<file path="src/rtl/jk_multimode_reg.sv">
// WIDTH-bit register whose bits are JK-controlled or driven by whole-word load/shift/count modes; 1-cycle latency.
// No backpressure: En=0 freezes Q and Wrap; Tc, Zero, SerOut, Qbar are combinational from Q and Mode.
module jk_multimode_reg #(
    parameter int unsigned      WIDTH       = 8,
    parameter logic [WIDTH-1:0] RESET_VALUE = {WIDTH{1'b0}}
) (
    input  logic             Clk,
    input  logic             Reset,
    input  logic             Clr,
    input  logic             En,
    input  logic [2:0]       Mode,
    input  logic [WIDTH-1:0] J,
    input  logic [WIDTH-1:0] K,
    input  logic [WIDTH-1:0] D,
    input  logic             SerIn,
    output logic [WIDTH-1:0] Q,
    output logic [WIDTH-1:0] Qbar,
    output logic             SerOut,
    output logic             Tc,
    output logic             Zero,
    output logic             Wrap
);

    localparam logic [2:0] MODE_HOLD   = 3'b000;
    localparam logic [2:0] MODE_JK     = 3'b001;
    localparam logic [2:0] MODE_LOAD   = 3'b010;
    localparam logic [2:0] MODE_SHL    = 3'b011;
    localparam logic [2:0] MODE_SHR    = 3'b100;
    localparam logic [2:0] MODE_CNT_UP = 3'b101;
    localparam logic [2:0] MODE_CNT_DN = 3'b110;

    logic [WIDTH-1:0] q_q;
    logic [WIDTH-1:0] q_d;
    logic             wrap_q;
    logic             wrap_d;

    logic [WIDTH-1:0] up_tgl;
    logic [WIDTH-1:0] dn_tgl;
    logic [WIDTH-1:0] low_mask;
    logic [WIDTH-1:0] shl_val;
    logic [WIDTH-1:0] shr_val;
    logic [WIDTH-1:0] j_eff;
    logic [WIDTH-1:0] k_eff;
    logic             tc;

    // Counter toggle enables: bit i flips when all lower bits are 1 (up) or 0 (down).
    always_comb begin
        up_tgl   = '0;
        dn_tgl   = '0;
        low_mask = '0;
        for (int i = 0; i < WIDTH; i++) begin
            low_mask  = (WIDTH'(1) << i) - WIDTH'(1);
            up_tgl[i] = ((q_q & low_mask) == low_mask);
            dn_tgl[i] = ((q_q & low_mask) == '0);
        end
    end

    assign shl_val = {q_q[WIDTH-2:0], SerIn};
    assign shr_val = {SerIn, q_q[WIDTH-1:1]};

    // Every mode is expressed as per-bit J/K drive so a single JK update covers them all.
    always_comb begin
        j_eff = '0;
        k_eff = '0;
        case (Mode)
            MODE_JK: begin
                j_eff = J;
                k_eff = K;
            end
            MODE_LOAD: begin
                j_eff = D;
                k_eff = ~D;
            end
            MODE_SHL: begin
                j_eff = shl_val;
                k_eff = ~shl_val;
            end
            MODE_SHR: begin
                j_eff = shr_val;
                k_eff = ~shr_val;
            end
            MODE_CNT_UP: begin
                j_eff = up_tgl;
                k_eff = up_tgl;
            end
            MODE_CNT_DN: begin
                j_eff = dn_tgl;
                k_eff = dn_tgl;
            end
            default: begin
                j_eff = '0;
                k_eff = '0;
            end
        endcase
    end

    always_comb begin
        tc = 1'b0;
        if (Mode == MODE_CNT_UP) begin
            tc = (q_q == {WIDTH{1'b1}});
        end else if (Mode == MODE_CNT_DN) begin
            tc = (q_q == '0);
        end
    end

    always_comb begin
        q_d    = q_q;
        wrap_d = wrap_q;
        if (Clr) begin
            q_d    = '0;
            wrap_d = 1'b0;
        end else if (En) begin
            q_d = (j_eff & ~q_q) | (~k_eff & q_q);
            // LOAD never counts, so it wins over any wrap set.
            if (Mode == MODE_LOAD) begin
                wrap_d = 1'b0;
            end else if (tc) begin
                wrap_d = 1'b1;
            end
        end
    end

    always_ff @(posedge Clk or posedge Reset) begin
        if (Reset) begin
            q_q    <= RESET_VALUE;
            wrap_q <= 1'b0;
        end else begin
            q_q    <= q_d;
            wrap_q <= wrap_d;
        end
    end

    always_comb begin
        SerOut = 1'b0;
        if (Mode == MODE_SHL) begin
            SerOut = q_q[WIDTH-1];
        end else if (Mode == MODE_SHR) begin
            SerOut = q_q[0];
        end
    end

    assign Q    = q_q;
    assign Qbar = ~q_q;
    assign Tc   = tc;
    assign Zero = (q_q == '0);
    assign Wrap = wrap_q;

    // HOLD and the reserved encoding fall through the default JK drive (no change).
    logic unused_hold_ok;
    assign unused_hold_ok = (MODE_HOLD == 3'b000);

endmodule

</file>
<file path="config.mk">
export PLATFORM = sky130hd
export DESIGN_NAME = jk_multimode_reg
export DESIGN_NICKNAME = d
export VERILOG_FILES = /design/src/rtl/jk_multimode_reg.sv
export SDC_FILE = /design/constraint.sdc
export NUM_CORES = 1
export LEC_CHECK = 0
export CORE_MARGIN = 3
export CORE_UTILIZATION = 40
export DETAILED_ROUTE_END_ITERATION = 16
export DONT_BUFFER_PORTS = 1
export GPL_ROUTABILITY_DRIVEN = 0
export PLACE_DENSITY = 0.53
export SLEW_MARGIN = 10
export SYNTH_ARGS = -nofsm -noshare
export SYNTH_HDL_FRONTEND = slang
export SYNTH_SLANG_ARGS = --single-unit
export TNS_END_PERCENT = 1
</file>
<file path="constraint.sdc">
create_clock -name Clk -period 3.54 [get_ports Clk]
set_clock_uncertainty 0.2 [all_clocks]
set_input_delay 0.708 -clock Clk [delete_from_list [all_inputs] [get_ports Clk]]
set_output_delay 0.708 -clock Clk [all_outputs]
set_load 0.01 [all_outputs]
</file>
* After elaboration in Yosys (flattened, before gate mapping) *
Cells that the tools add are included.

storage, ports and cells
  bits of input ports = 32
  register bits = 9
  word-level logic and storage cells = 46
  output and inout bits = 20

operators by class
  eq/ne operators = 13
  bitwise operators = 8
  muxes and demuxes = 12
  reductions and logical operators = 11

operators by type and width
  kind                count
  $pmux 8 s6          2
  $logic_not 8->1     8
  $not 8->8           5
  $and 8x8->8         2
  $mux 8              2
  $eq 3x3->1 const B  4
  $eq 8x8->1 const B  1
  $mux 1              8
  $or 8x8->8          1
  $eq 7x7->1 const B  1
  $eq 3x2->1 const B  2
  $eq 6x6->1 const B  1
  $eq 5x5->1 const B  1
  $eq 4x4->1 const B  1
  $eq 3x1->1 const B  1
  $reduce_bool 3->1   1
  $eq 2x2->1 const B  1
  $reduce_and 2->1    1
  $reduce_bool 2->1   1

* Logic depth before layout (Yosys ltp) *
  depth after elaboration = 7
  gate-level depth with buffers = 8
  depth with buffers taken out = 5

* Least setup slack after synthesis *
No wires, ideal clock.

  path type = register -> output
  from = register q_q[0] (netlist: Q[0])
  to = output port Tc
  slack = 0.849 ns
  stages on the path, launching flop included = 5
  data arrival time = 1.783 ns
  required time = 2.632 ns
  cells stage by stage = dfrtp_1 buf_6 or4_4 or4_4 o22ai_2

between the ends
  cells in the longest elaborated chain, start to end = 3
  elaborated cells between the ends (all ways) = 4
  those cells by class = eq/ne: 1; mux: 2; reduce/logical: 1

RTL lines
  what                    line  RTL
  start, declared         32    logic [WIDTH-1:0] q_q;
  start signal, assigned  128   q_q <= q_d;
  $logic_not 8->1         102   tc = (q_q == '0);
  $mux 1                  101   end else if (Mode == MODE_CNT_DN) begin
  $mux 1 *                99    if (Mode == MODE_CNT_UP) begin
  end, declared           19    output logic Tc,

Every way passes the cells marked *; elsewhere a longest branch is shown, timed or not.

* Final worst setup path *
Ends and elaborated chain as after synthesis.

==> results.json <==
{
  "clock_path_buffers": 2,
  "async_reset_ff_share_pct": 100,
  "r2r_end": "Wrap",
  "cts-resized-gates": 0,
  "syn_avg_cell_area_sq_um": 7.90,
  "peakVddDrop_mv": 0.0738,
  "antenna_found_initial": 0,
  "core_area_sq_um": 3150,
  "r2r_start": "Q[0]",
  "r2r_cells": 5,
  "insertedDiodeCount": 0,
  "cts_hold_buf": 0,
  "period_needed_ps": 3080,
  "grt_max_degree": 40,
  "leakage_uw": 0.000537,
  "rsz0062_at_grt": "no",
  "cts_tree": "yes",
  "fmax_mhz": 324,
  "finalSetupTns_ps": 0,
  "detail_route.drc_violations": 0,
  "path_class": "register to primary output",
  "synth_area_sq_um": 1370,
  "cts_htree_levels": 1,
  "viasPerCell": 6.73,
  "drt_iter0_markers": 93,
  "clkTransAtPathRegs_ps": 80,
  "antenna_left": 0,
  "post_cts_buffers": 0,
  "maxSlewViolCount": 0,
  "nNetsFinal": 193,
  "yosys_warnings": 0,
  "yosysUniqueCellTypes": 53,
  "dp_slack_ps": 753,
  "first_pass_iters": 4,
  "synth_edf_count": 0,
  "required_ps": 2630,
  "syn-num-nets": 205,
  "io_buffer_count": 0,
  "hpwlAfterDp_mm": 3.01,
  "wirelength_mm": 4.33,
  "fin_ws_ps": 458,
  "clk_latency_ps": 280,
  "initial_core_util_pct": 43.3,
  "slew_headroom_pct": 49.9,
  "crit_path_end": "Tc",
  "drv_cap": 0,
  "startpoint_type": "register",
  "cp_max_fo": 11,
  "outcome": "finished, final reports clean",
  "synthCells": 173,
  "die_h_microns": 64.4,
  "synth_ff_type": "dfrtp_1",
  "hold_ws_ps": 101,
  "worst_pin_slew_ps": 748,
  "total_power_uw": 337,
  "rows": 20,
  "drive_gt1_share_pct": 10.0,
  "dieArea_sq_um": 4150,
  "yosysSeqAreaShare_pct": 16.5,
  "worst_ep_arrival_time_ps": 2170,
  "numClockSinks": 9,
  "cts-buffers-inserted": 3,
  "vias": 1373,
  "hold_viol_final": 0,
  "synthToLayoutAreaGrowth_pct": -4.49,
  "routedWlPerCell_microns": 21.2,
  "pwr_density_cell_nw_per_um2": 258,
  "final_util_pct": 41.4,
  "cts-root-buf": "clkbuf_4",
  "synth-seq-cells": 9,
  "grt_pass1_vias": 1340,
  "gr-usage-all-layers_pct": 20.7,
  "timing.final.crit_share_pct": 87.1,
  "hold_class": "input port to asynchronous set/reset pin",
  "die_w_microns": 64.4,
  "worstSetupEndpointType": "primary output",
  "grt_pass1_wl_mm": 6.85,
  "gr-total-overflow": 0,
  "startpoint": "Q[0]",
  "design.portCount": 52,
  "r2r_slack_ps": 1030,
  "setup_viol": 0
}
==> flip-flops by register name, summed over array words and instances, names as in the netlist <==
name,count
Wrap,1
Q,8
==> kinds of logic (layout without fill, tap and decap cells) <==
group           count (synthesis)  in the layout  share of synthesized area [%]
xor+xnor                        1              1                          0.641
mux                            14             14                           11.3
compound gates                 54             54                           30.9
simple gates                   64             64                           26.5
buf+inv                        31             18                           14.3
flops                           9              9                           16.5
==> worst min path at each step <==
stage,to,slack (ps),depth (start not counted)
3_3_place_gp,Wrap,420,1
3_5_place_dp,Wrap,410,1
2_1_floorplan,Q[0],340,1
4_1_cts,Wrap,120,1
5_1_grt,Q[0],130,1
6_report,Wrap,100,1
==> power breakdown <==
part / switching, uW / internal, uW / leakage [uW] / total, uW
logic: 60.9 / 50.2 / 0.000400 / 111
clock network: 47.4 / 43.7 / 0.0000150 / 91.1
registers: 25.2 / 110 / 0.000122 / 135
==> worst max-delay path, cell delays in order (launching register included) <==
cell	delay (ps)
dfrtp_1	540
or4_4	610
or4_4	530
o22ai_2	210
==> through the flow <==
step | cell area (sq um) | std cells
CTS | 1310 | 204
global placement | 1280 | 200
finish | 1310 | 204
detailed placement | 1280 | 200
floorplan | 1370 | 173
global route | 1310 | 204
==> area by class of cell <==
class | count | area (sq um)
clock buffer | 4 | 26.3
fill | 347 | 1850
inverter | 14 | 52.6
multi-input combinational | 133 | 946
sequential | 9 | 225
tap | 44 | 55.1
==> cell usage after synthesis (2+ instances only) <==
| cell type | n | share of area [%] |
|---|---|---|
| nand3b_1 | 3 | 1.6 |
| nor2_1 | 17 | 4.7 |
| a2111oi_0 | 2 | 1.3 |
| a221o_1 | 2 | 1.5 |
| nand4_1 | 2 | 0.92 |
| mux2i_1 | 12 | 8.8 |
| or4_1 | 2 | 1.1 |
| inv_1 | 14 | 3.8 |
| o21ai_0 | 8 | 2.9 |
| o211ai_1 | 4 | 2.2 |
| clkbuf_1 | 9 | 2.5 |
| o221ai_1 | 4 | 2.6 |
| o311a_1 | 2 | 1.5 |
| nor3_1 | 4 | 1.5 |
| a31oi_1 | 2 | 0.92 |
| buf_6 | 3 | 2.5 |
| a221oi_1 | 3 | 1.9 |
| nand2b_1 | 5 | 2.3 |
| or4_4 | 2 | 1.6 |
| nand2_1 | 8 | 2.2 |
| a211oi_1 | 3 | 1.6 |
| a22oi_1 | 3 | 1.6 |
| clkbuf_8 | 2 | 2.0 |
| nand3_1 | 3 | 1.1 |
| dfrtp_1 | 9 | 16 |
| a41o_1 | 2 | 1.5 |
| a21oi_1 | 7 | 2.6 |
| nor4_1 | 3 | 1.4 |
| nor2b_1 | 8 | 3.7 |
| a32oi_1 | 2 | 1.3 |
==> metal layers <==
layer | track usage (%) | wire (microns)
met3 | 3.47 | 355
met1 | 28.4 | 1860
met5 | 0 | 0
met4 | 9.76 | 60
met2 | 31.6 | 2060
==> placed cells by master (no fill, tap or decap), types with 4 or more instances in the layout <==
| cell type | instances |
|---|---|
| a21oi_1 | 7 |
| dfrtp_1 | 9 |
| inv_1 | 14 |
| mux2i_1 | 12 |
| nand2_1 | 8 |
| nand2b_1 | 5 |
| nor2_1 | 17 |
| nor2b_1 | 8 |
| nor3_1 | 4 |
| o211ai_1 | 4 |
| o21ai_0 | 8 |
| o221ai_1 | 4 |
Power figures use the tool's default switching activity.
